<file path="src/rtl/music_player.sv">
// music_player: song sequencer and square-wave tone generator for the buzzer.
//
// Plays one song from an external synchronous note ROM, one slot per beat. Each
// ROM word is a full tone period in clk cycles and becomes a 50%-duty square
// wave. Notes at or below REST_MAX are rests. The block supports song select,
// looping, pause and stop.
//
// Ports:
//   clk        system clock
//   rst        synchronous, active-high reset
//   play       1-cycle start pulse, accepted only when idle
//   stop       abort playback; wins over play and pause
//   pause      level; freezes beat and tone timing and silences the buzzer
//   loop_en    level; sampled on the last slot's final beat cycle
//   song_sel   song index, latched on an accepted play
//   last_slot  index of the final slot, latched on an accepted play
//   rom_addr   {song, slot} address; ROM data is expected one cycle later
//   rom_note   ROM read data (tone period in clk cycles)
//   buzzer     registered square-wave output
//   busy       high whenever not idle
//   done       1-cycle pulse when a non-looping song completes
//   cur_slot   index of the slot currently sounding
module music_player #(
    parameter int unsigned NOTE_W     = 17,
    parameter int unsigned SLOT_W     = 8,
    parameter int unsigned SEL_W      = 1,
    parameter int unsigned BEAT_TICKS = 12500000,
    parameter int unsigned REST_MAX   = 4000
) (
    input  logic                    clk,
    input  logic                    rst,
    input  logic                    play,
    input  logic                    stop,
    input  logic                    pause,
    input  logic                    loop_en,
    input  logic [SEL_W-1:0]        song_sel,
    input  logic [SLOT_W-1:0]       last_slot,
    output logic [SEL_W+SLOT_W-1:0] rom_addr,
    input  logic [NOTE_W-1:0]       rom_note,
    output logic                    buzzer,
    output logic                    busy,
    output logic                    done,
    output logic [SLOT_W-1:0]       cur_slot
);

    localparam int unsigned       BeatW    = (BEAT_TICKS > 1) ? $clog2(BEAT_TICKS) : 1;
    localparam logic [BeatW-1:0]  BeatLast = BeatW'(BEAT_TICKS - 1);
    localparam logic [NOTE_W-1:0] RestLim  = NOTE_W'(REST_MAX);

    typedef enum logic [2:0] {StIdle, StFetch, StWait, StPlay, StDone} state_e;

    state_e              state_q, state_d;
    logic [SEL_W-1:0]    song_q, song_d;
    logic [SLOT_W-1:0]   last_q, last_d;
    logic [SLOT_W-1:0]   slot_q, slot_d;
    logic [SLOT_W-1:0]   cur_slot_q, cur_slot_d;
    logic [NOTE_W-1:0]   note_q, note_d;
    logic [NOTE_W-1:0]   tone_q, tone_d;
    logic [BeatW-1:0]    beat_q, beat_d;
    logic                buzzer_q, buzzer_d;

    always_ff @(posedge clk) begin
        if (rst) begin
            state_q    <= StIdle;
            song_q     <= '0;
            last_q     <= '0;
            slot_q     <= '0;
            cur_slot_q <= '0;
            note_q     <= '0;
            tone_q     <= '0;
            beat_q     <= '0;
            buzzer_q   <= 1'b0;
        end else begin
            state_q    <= state_d;
            song_q     <= song_d;
            last_q     <= last_d;
            slot_q     <= slot_d;
            cur_slot_q <= cur_slot_d;
            note_q     <= note_d;
            tone_q     <= tone_d;
            beat_q     <= beat_d;
            buzzer_q   <= buzzer_d;
        end
    end

    always_comb begin
        state_d    = state_q;
        song_d     = song_q;
        last_d     = last_q;
        slot_d     = slot_q;
        cur_slot_d = cur_slot_q;
        note_d     = note_q;
        tone_d     = tone_q;
        beat_d     = beat_q;
        buzzer_d   = buzzer_q;

        unique case (state_q)
            StIdle: begin
                if (play && !stop) begin
                    song_d  = song_sel;
                    last_d  = last_slot;
                    slot_d  = '0;
                    state_d = StFetch;
                end
            end
            // Address is driven from song_q/slot_q; the ROM answers during WAIT.
            StFetch: state_d = StWait;
            StWait: begin
                // Reloading the tone counter here phase-aligns every note.
                note_d     = rom_note;
                tone_d     = '0;
                beat_d     = '0;
                cur_slot_d = slot_q;
                state_d    = StPlay;
            end
            StPlay: begin
                if (pause) begin
                    buzzer_d = 1'b0;
                end else begin
                    if (note_q > RestLim) begin
                        buzzer_d = (tone_q < (note_q >> 1));
                        tone_d   = (tone_q == note_q - 1'b1) ? '0 : tone_q + 1'b1;
                    end else begin
                        buzzer_d = 1'b0;
                    end
                    if (beat_q == BeatLast) begin
                        if (slot_q != last_q) begin
                            slot_d  = slot_q + 1'b1;
                            state_d = StFetch;
                        end else if (loop_en) begin
                            slot_d  = '0;
                            state_d = StFetch;
                        end else begin
                            state_d = StDone;
                        end
                    end else begin
                        beat_d = beat_q + 1'b1;
                    end
                end
            end
            StDone: begin
                buzzer_d = 1'b0;
                state_d  = StIdle;
            end
            default: state_d = StIdle;
        endcase

        // Stop overrides everything and skips the done pulse.
        if (stop && (state_q != StIdle)) begin
            state_d  = StIdle;
            buzzer_d = 1'b0;
        end
    end

    assign rom_addr = {song_q, slot_q};
    assign buzzer   = buzzer_q;
    assign busy     = (state_q != StIdle);
    assign done     = (state_q == StDone);
    assign cur_slot = cur_slot_q;

endmodule

</file>
<file path="config.mk">
export PLATFORM = sky130hd
export DESIGN_NAME = music_player
export DESIGN_NICKNAME = d
export VERILOG_FILES = /design/src/rtl/music_player.sv
export SDC_FILE = /design/constraint.sdc
export NUM_CORES = 1
export LEC_CHECK = 0
export CORE_ASPECT_RATIO = 1.1
export CORE_MARGIN = 2
export CORE_UTILIZATION = 51
export DETAILED_ROUTE_END_ITERATION = 8
export PLACE_DENSITY_LB_ADDON = 0.3
export SLEW_MARGIN = 0
export SYNTH_ARGS = -nofsm -noshare
export SYNTH_HDL_FRONTEND = slang
export SYNTH_SLANG_ARGS = --single-unit
</file>
<file path="constraint.sdc">
create_clock -name clk -period 2.4 [get_ports clk]
set_input_delay 0.72 -clock clk [delete_from_list [all_inputs] [get_ports clk]]
set_output_delay 0.72 -clock clk [all_outputs]
set_load 0.02 [all_outputs]
</file>
==> results of run 1 <==
worst max path at each step:
stage,end,slack [ps],cells after the start
after floorplan,tone_q[7]$_SDFFE_PP0P_,50,11
after global placement,slot_q[2]$_SDFFE_PP0P_,-310,7
after detailed placement,slot_q[2]$_SDFFE_PP0P_,-430,7
after CTS,beat_q[20]$_SDFFE_PP0P_,8,9
after global routing,tone_q[4]$_SDFFE_PP0P_,-70,11
final,tone_q[11]$_SDFFE_PP0P_,-9,8
logic make-up after synthesis:
logic type               Yosys count  share of synthesized area (%)
AO/OA/AOI/OAI                     92                           11.1
XOR/XNOR                          66                           12.0
adder cells (fa/ha/maj)           19                           4.94
buffers and inverters             51                           4.81
flip-flops                        87                           36.2
multiplexers                       9                           1.87
AND/OR/NAND/NOR                  280                           29.0
power by group:
group          internal [mW]  switching, mW
logic                  0.778          0.917
registers               1.53          0.112
clock network          0.510          0.531
cells in the final DEF (no fill, tap or decap), types with 3 or more instances in the layout:
cell / n
nand4_1: 19
clkdlybuf4s50_1: 48
xnor2_1: 34
dfxtp_1: 83
nor3_1: 11
nand3_1: 21
nor2_1: 72
or3_1: 8
nor4_1: 7
nand2_1: 84
xor2_1: 32
o21ai_0: 17
nand2b_1: 9
inv_1: 22
and2_1: 3
and3_1: 14
a21oi_1: 49
ha_1: 18
buf_4: 38
mux2i_1: 9
nor2b_1: 3
nor4b_1: 4
clkbuf_8: 10
and4b_1: 3
dfxtp_2: 4
a31oi_1: 3
nand3b_1: 5
tightest hold or removal path: stages, from the launching register on:
cell	delay, ps
dfxtp_1	320
nand2_1	50
a21oi_1	50
sequential cells by signal (all words and copies together) (netlist names):
| register | count |
|---|---|
| beat_q | 24 |
| buzzer | 1 |
| cur_slot | 8 |
| last_q | 8 |
| note_q | 17 |
| slot_q | 8 |
| song_q | 1 |
| state_q | 3 |
| tone_q | 17 |
area by class of cell:
type                       instances  share of cell area (%)
sequential                        87                    29.3
clock inverter                     5                   0.946
tap                              117                    2.46
inverter                          24                    1.51
clock buffer                      11                    2.37
timing repair buffer              91                    14.1
multi-input combinational        466                    49.3
layer usage:
metal	share of wire (%)	up-vias	GRT usage [%]
met5	0	-	0
met4	1.7	0	9.15
met3	3.6	14	2.72
met2	52	112	40.1
met1	43	2078	27.2
li1	-	2227	-
timing repair:
action | CTS | global route
cloned | 0 | 1
setup endpoints to repair | 21 | 30
gates resized for setup | 4 | 23
pin swaps | 0 | 9
==> impl_metrics.env, run 1 <==
export IMPL_drt_first_pass_iters=5
export IMPL_fin_crit_ps=2410
export IMPL_place_gp_congestion=0.914
export IMPL_grt_overflow_total=0
export IMPL_r2r_setup_slack_ps=-9
export IMPL_finalHoldViolCount=0
export IMPL_holdWs_ps=466
export IMPL_synth_edf_count=0
export IMPL_fin_crit_sh_pct=100
export IMPL_synth_nets=655
export IMPL_track_usage_pct=22.4
export IMPL_cap_violations=0
export IMPL_worst_slack_ps=-8.84
export IMPL_pre_cts_slack_ps=-427
export IMPL_yosysTopAreaCell="dfxtp_1"
export IMPL_fillers=808
export IMPL_cp_num_buf_inv=1
export IMPL_endpoint_kind="register"
export IMPL_worstPathCellList="or3_4, or4b_1, a211oi_2, o21ai_0, a21oi_1, a41o_2, clkbuf_16, nor2_1"
export IMPL_crit_reg2reg_launch="note_q[2]$_SDFFE_PP0N_"
export IMPL_drc=0
export IMPL_grt_max_degree=30
export IMPL_tightest_slew_ps=581
export IMPL_die_w_um=96.6
export IMPL_synth_warnings=0
export IMPL_synth_seq_cells=87
export IMPL_crit_arrival_ps=2670
export IMPL_fin_cells=801
export IMPL_dieArea_um2=10200
export IMPL_grt_pass1_vias=4192
export IMPL_yosysSeqAreaShare_pct=36.2
export IMPL_worstSkewPairLatency_ps=370
export IMPL_cts_hold_buf=0
export IMPL_total_power_mw=4.38
export IMPL_worstSetupStartpointType="register"
export IMPL_syn_area_per_cell_um2=7.97
export IMPL_wl_mm=11.5
export IMPL_status="finished with violations"
export IMPL_drive_gt1_share_pct=11.8
export IMPL_max_stage_delay_ps=540
export IMPL_ant_nets=0
export IMPL_power_density_nw_per_um2=735
export IMPL_vias=4431
export IMPL_fin_util_pct=64.3
export IMPL_htree_num_levels=3
export IMPL_post_drt_wl_per_cell_um=14.4
export IMPL_clock_fmax_mhz=415
export IMPL_yosysTopAreaCellShare_pct=36.2
export IMPL_seq_area_um2=1750
export IMPL_synth_main_ff_cell="dfxtp_1"
export IMPL_area_growth_pct=23.8
export IMPL_hold_start="cur_slot[2]$_SDFFE_PP0N_"
export IMPL_drt_initial_drc_count=191
export IMPL_cts_sinks=87
export IMPL_synthCells=604
export IMPL_antenna_found_initial=0
export IMPL_fp_dieH_um=106
export IMPL_slowest_stage="or4b_1"
export IMPL_worst_r2r_cell_count=8
export IMPL_hold_depth=2
export IMPL_grt_pass1_wl_mm=19.2
export IMPL_leakage_nw=2.26
export IMPL_relSlewSlack_pct=61.0
export IMPL_setup_viol=8
export IMPL_synthArstFlopShare_pct=0
export IMPL_num_rows=37
export IMPL_viasPerCell=5.53
export IMPL_nNetsFinal=730
export IMPL_start_util_pct=52.0
export IMPL_clkTransAtPathRegs_ps=90
export IMPL_synth_area_um2=4810
export IMPL_cts_tree="built"
export IMPL_tns_ps=-38.6
export IMPL_stdcell_area_um2=5950
export IMPL_multi_input_area_um2=2930
export IMPL_violations="setup timing"
export IMPL_crit_path_max_fanout=8
export IMPL_yosys_top_cells_area="dfxtp_1 36%, nand2_1 6.6%, xnor2_1 6.2%"
export IMPL_antennaDiodeCount=0
export IMPL_core_um2=9260
export IMPL_crit_start="note_q[2]$_SDFFE_PP0N_"
export IMPL_critPathKind="reg2reg"
export IMPL_rr_endpoint="tone_q[11]$_SDFFE_PP0P_"
export IMPL_cts_buffers=9
export IMPL_min_to="cur_slot[2]$_SDFFE_PP0N_"
export IMPL_synth_most_common_cell="dfxtp_1"
export IMPL_peakVddDrop_mv=0.596
export IMPL_ctsRootBufferMaster="clkbuf_8"
export IMPL_clockBufferDepth=2
export IMPL_worst_ep_required_time_ps=2660
export IMPL_postCtsSetupBuffers=0
export IMPL_pin_count=52
export IMPL_synth_common_cells="87 x dfxtp_1, 84 x nand2_1, 73 x nor2_1"
export IMPL_place_inst=784
export IMPL_port_buffers=51
export IMPL_fin_worst_skew_ps=7.66
export IMPL_synth_cell_types=52
export IMPL_grt_setup_unrepaired="true"
export IMPL_place_area_um2=5630
export IMPL_dpl_hpwl_mm=8.49
export IMPL_hold_path_class="reg2reg"
export IMPL_cp_top_family="simple AND/OR/NAND/NOR gates"
export IMPL_final_max_slew_viol_count=0
Note: power is estimated with default switching activity, not from simulation.
==> run 2, diff against run 1 <==
- SKIP_LAST_GASP: default -> 1
==> impl_metrics.env, run 2 (synthesis gave the netlist of run 1 again) <==
export IMPL_drt_first_pass_iters=5
export IMPL_fin_worst_skew_ps=8.29
export IMPL_mostFrequentLayoutCells="84 x nand2_1, 83 x dfxtp_1, 73 x nor2_1, 49 x a21oi_1, 48 x clkdlybuf4s50_1"
export IMPL_post_drt_wl_per_cell_um=14.3
export IMPL_setup_viol=0
export IMPL_finalHoldViolCount=0
export IMPL_die_w_um=96.6
export IMPL_vias=4405
export IMPL_fp_dieH_um=106
export IMPL_endpoint_kind="register"
export IMPL_clkTransAtPathRegs_ps=90
export IMPL_start_util_pct=52.0
export IMPL_cts_sinks=87
export IMPL_ctsRootBufferMaster="clkbuf_8"
export IMPL_fin_crit_ps=2400
export IMPL_top_usage_layer="met2"
export IMPL_pin_count=52
export IMPL_worstSetupStartpointType="register"
export IMPL_met2_usage_pct=40.1
export IMPL_postCtsSetupBuffers=0
export IMPL_ant_nets=0
export IMPL_place_gp_congestion=0.914
export IMPL_leakage_nw=2.26
export IMPL_power_density_nw_per_um2=734
export IMPL_fin_cells=801
export IMPL_viasPerCell=5.50
export IMPL_status="completed"
export IMPL_final_common_cell="nand2_1"
export IMPL_max_stage_delay_ps=530
export IMPL_clock_fmax_mhz=417
export IMPL_peakVddDrop_mv=0.597
export IMPL_place_inst=784
export IMPL_reg_largest_list="beat_q (24), note_q (17), tone_q (17)"
export IMPL_core_um2=9260
export IMPL_largest_register_ffs=24
export IMPL_num_rows=37
export IMPL_worstSkewPairLatency_ps=370
export IMPL_hold_path_class="reg2reg"
export IMPL_use_met1_pct=27.2
export IMPL_holdWs_ps=466
export IMPL_crit_arrival_ps=2660
export IMPL_worst_ep_required_time_ps=2660
export IMPL_cap_violations=0
export IMPL_place_area_um2=5630
export IMPL_stdcell_area_um2=5950
export IMPL_crit_reg2reg_launch="note_q[2]$_SDFFE_PP0N_"
export IMPL_drt_initial_drc_count=240
export IMPL_drive_gt1_share_pct=11.7
export IMPL_grt_pass1_wl_mm=19.2
export IMPL_slowest_stage="or4b_1"
export IMPL_hold_start="cur_slot[2]$_SDFFE_PP0N_"
export IMPL_fin_util_pct=64.3
export IMPL_drc=0
export IMPL_dieArea_um2=10200
export IMPL_final_max_slew_viol_count=0
export IMPL_relSlewSlack_pct=60.8
export IMPL_cts_buffers=9
export IMPL_pre_cts_slack_ps=-427
export IMPL_port_buffers=51
export IMPL_crit_path_max_fanout=8
export IMPL_grt_pass1_vias=4192
export IMPL_top_register="beat_q"
export IMPL_tns_ps=0
export IMPL_cts_hold_buf=0
export IMPL_htree_num_levels=3
export IMPL_antenna_found_initial=0
export IMPL_tightest_slew_ps=583
export IMPL_fin_crit_sh_pct=100
export IMPL_nNetsFinal=730
export IMPL_wl_mm=11.5
export IMPL_worstPathCellList="or3_4, or4b_1, a211oi_2, o21ai_0, a21oi_1, a41o_2, clkbuf_16, nor2_1"
export IMPL_track_usage_pct=22.4
export IMPL_gr_usage_met3_pct=2.72
export IMPL_clockBufferDepth=2
export IMPL_cts_tree="built"
export IMPL_crit_start="note_q[2]$_SDFFE_PP0N_"
export IMPL_total_power_mw=4.37
export IMPL_critPathKind="reg2reg"
export IMPL_grt_overflow_total=0
export IMPL_area_growth_pct=23.7
export IMPL_grt_setup_unrepaired="true"
export IMPL_dpl_hpwl_mm=8.49
export IMPL_grt_max_degree=30
export IMPL_worst_slack_ps=0.593
export IMPL_antennaDiodeCount=0
[run 2: cell counts in the layout (fill, tap and decap cells not counted)]
Identical to the previous run, type by type.
[run 2: final timing paths]
kind	endpoint	slack [ps]	depth (start not counted)
setup / recovery	tone_q[11]$_SDFFE_PP0P_	0.6	8
hold / removal	cur_slot[2]$_SDFFE_PP0N_	470	2
setup reg to reg	tone_q[11]$_SDFFE_PP0P_	0.6	8
hold reg to reg	cur_slot[2]$_SDFFE_PP0N_	470	2
[run 2: timing repair]
action	in CTS	in global routing
pin swaps	0	9
setup endpoints to repair	21	30
resized for setup	4	22
gates cloned	0	1
[run 2: routing by layer]
metal	vias up	part of all wire [%]	wire, um
met1	2075	43	4940
li1	2228	-	-
met4	0	1.7	197
met2	88	52	5970
met3	14	3.1	356
met5	-	0	0
[run 2: area by class of cell]
class                           instances  area (um^2)
Fill cell                             806         3310
Multi-Input combinational cell        466         2930
Sequential cell                        87         1750
Timing Repair Buffer                   91          841
Tap cell                              117          146
Clock buffer                           11          141
Inverter                               24         90.1
Clock inverter                          5         56.3
[run 2: critical path, delay by kind of cell, from the launching register on]
family                 cells  cell delay [ps]
AND/OR/NAND/NOR            3              970
buffers and inverters      1              170
flip-flops                 1              360
AO/OA/AOI/OAI              4              790
[run 2: report_power, final]
group	switching, mW	internal, mW	total (mW)
combinational	0.907	0.778	1.69
clock	0.532	0.510	1.04
sequential	0.112	1.53	1.64
total	1.55	2.82	4.37
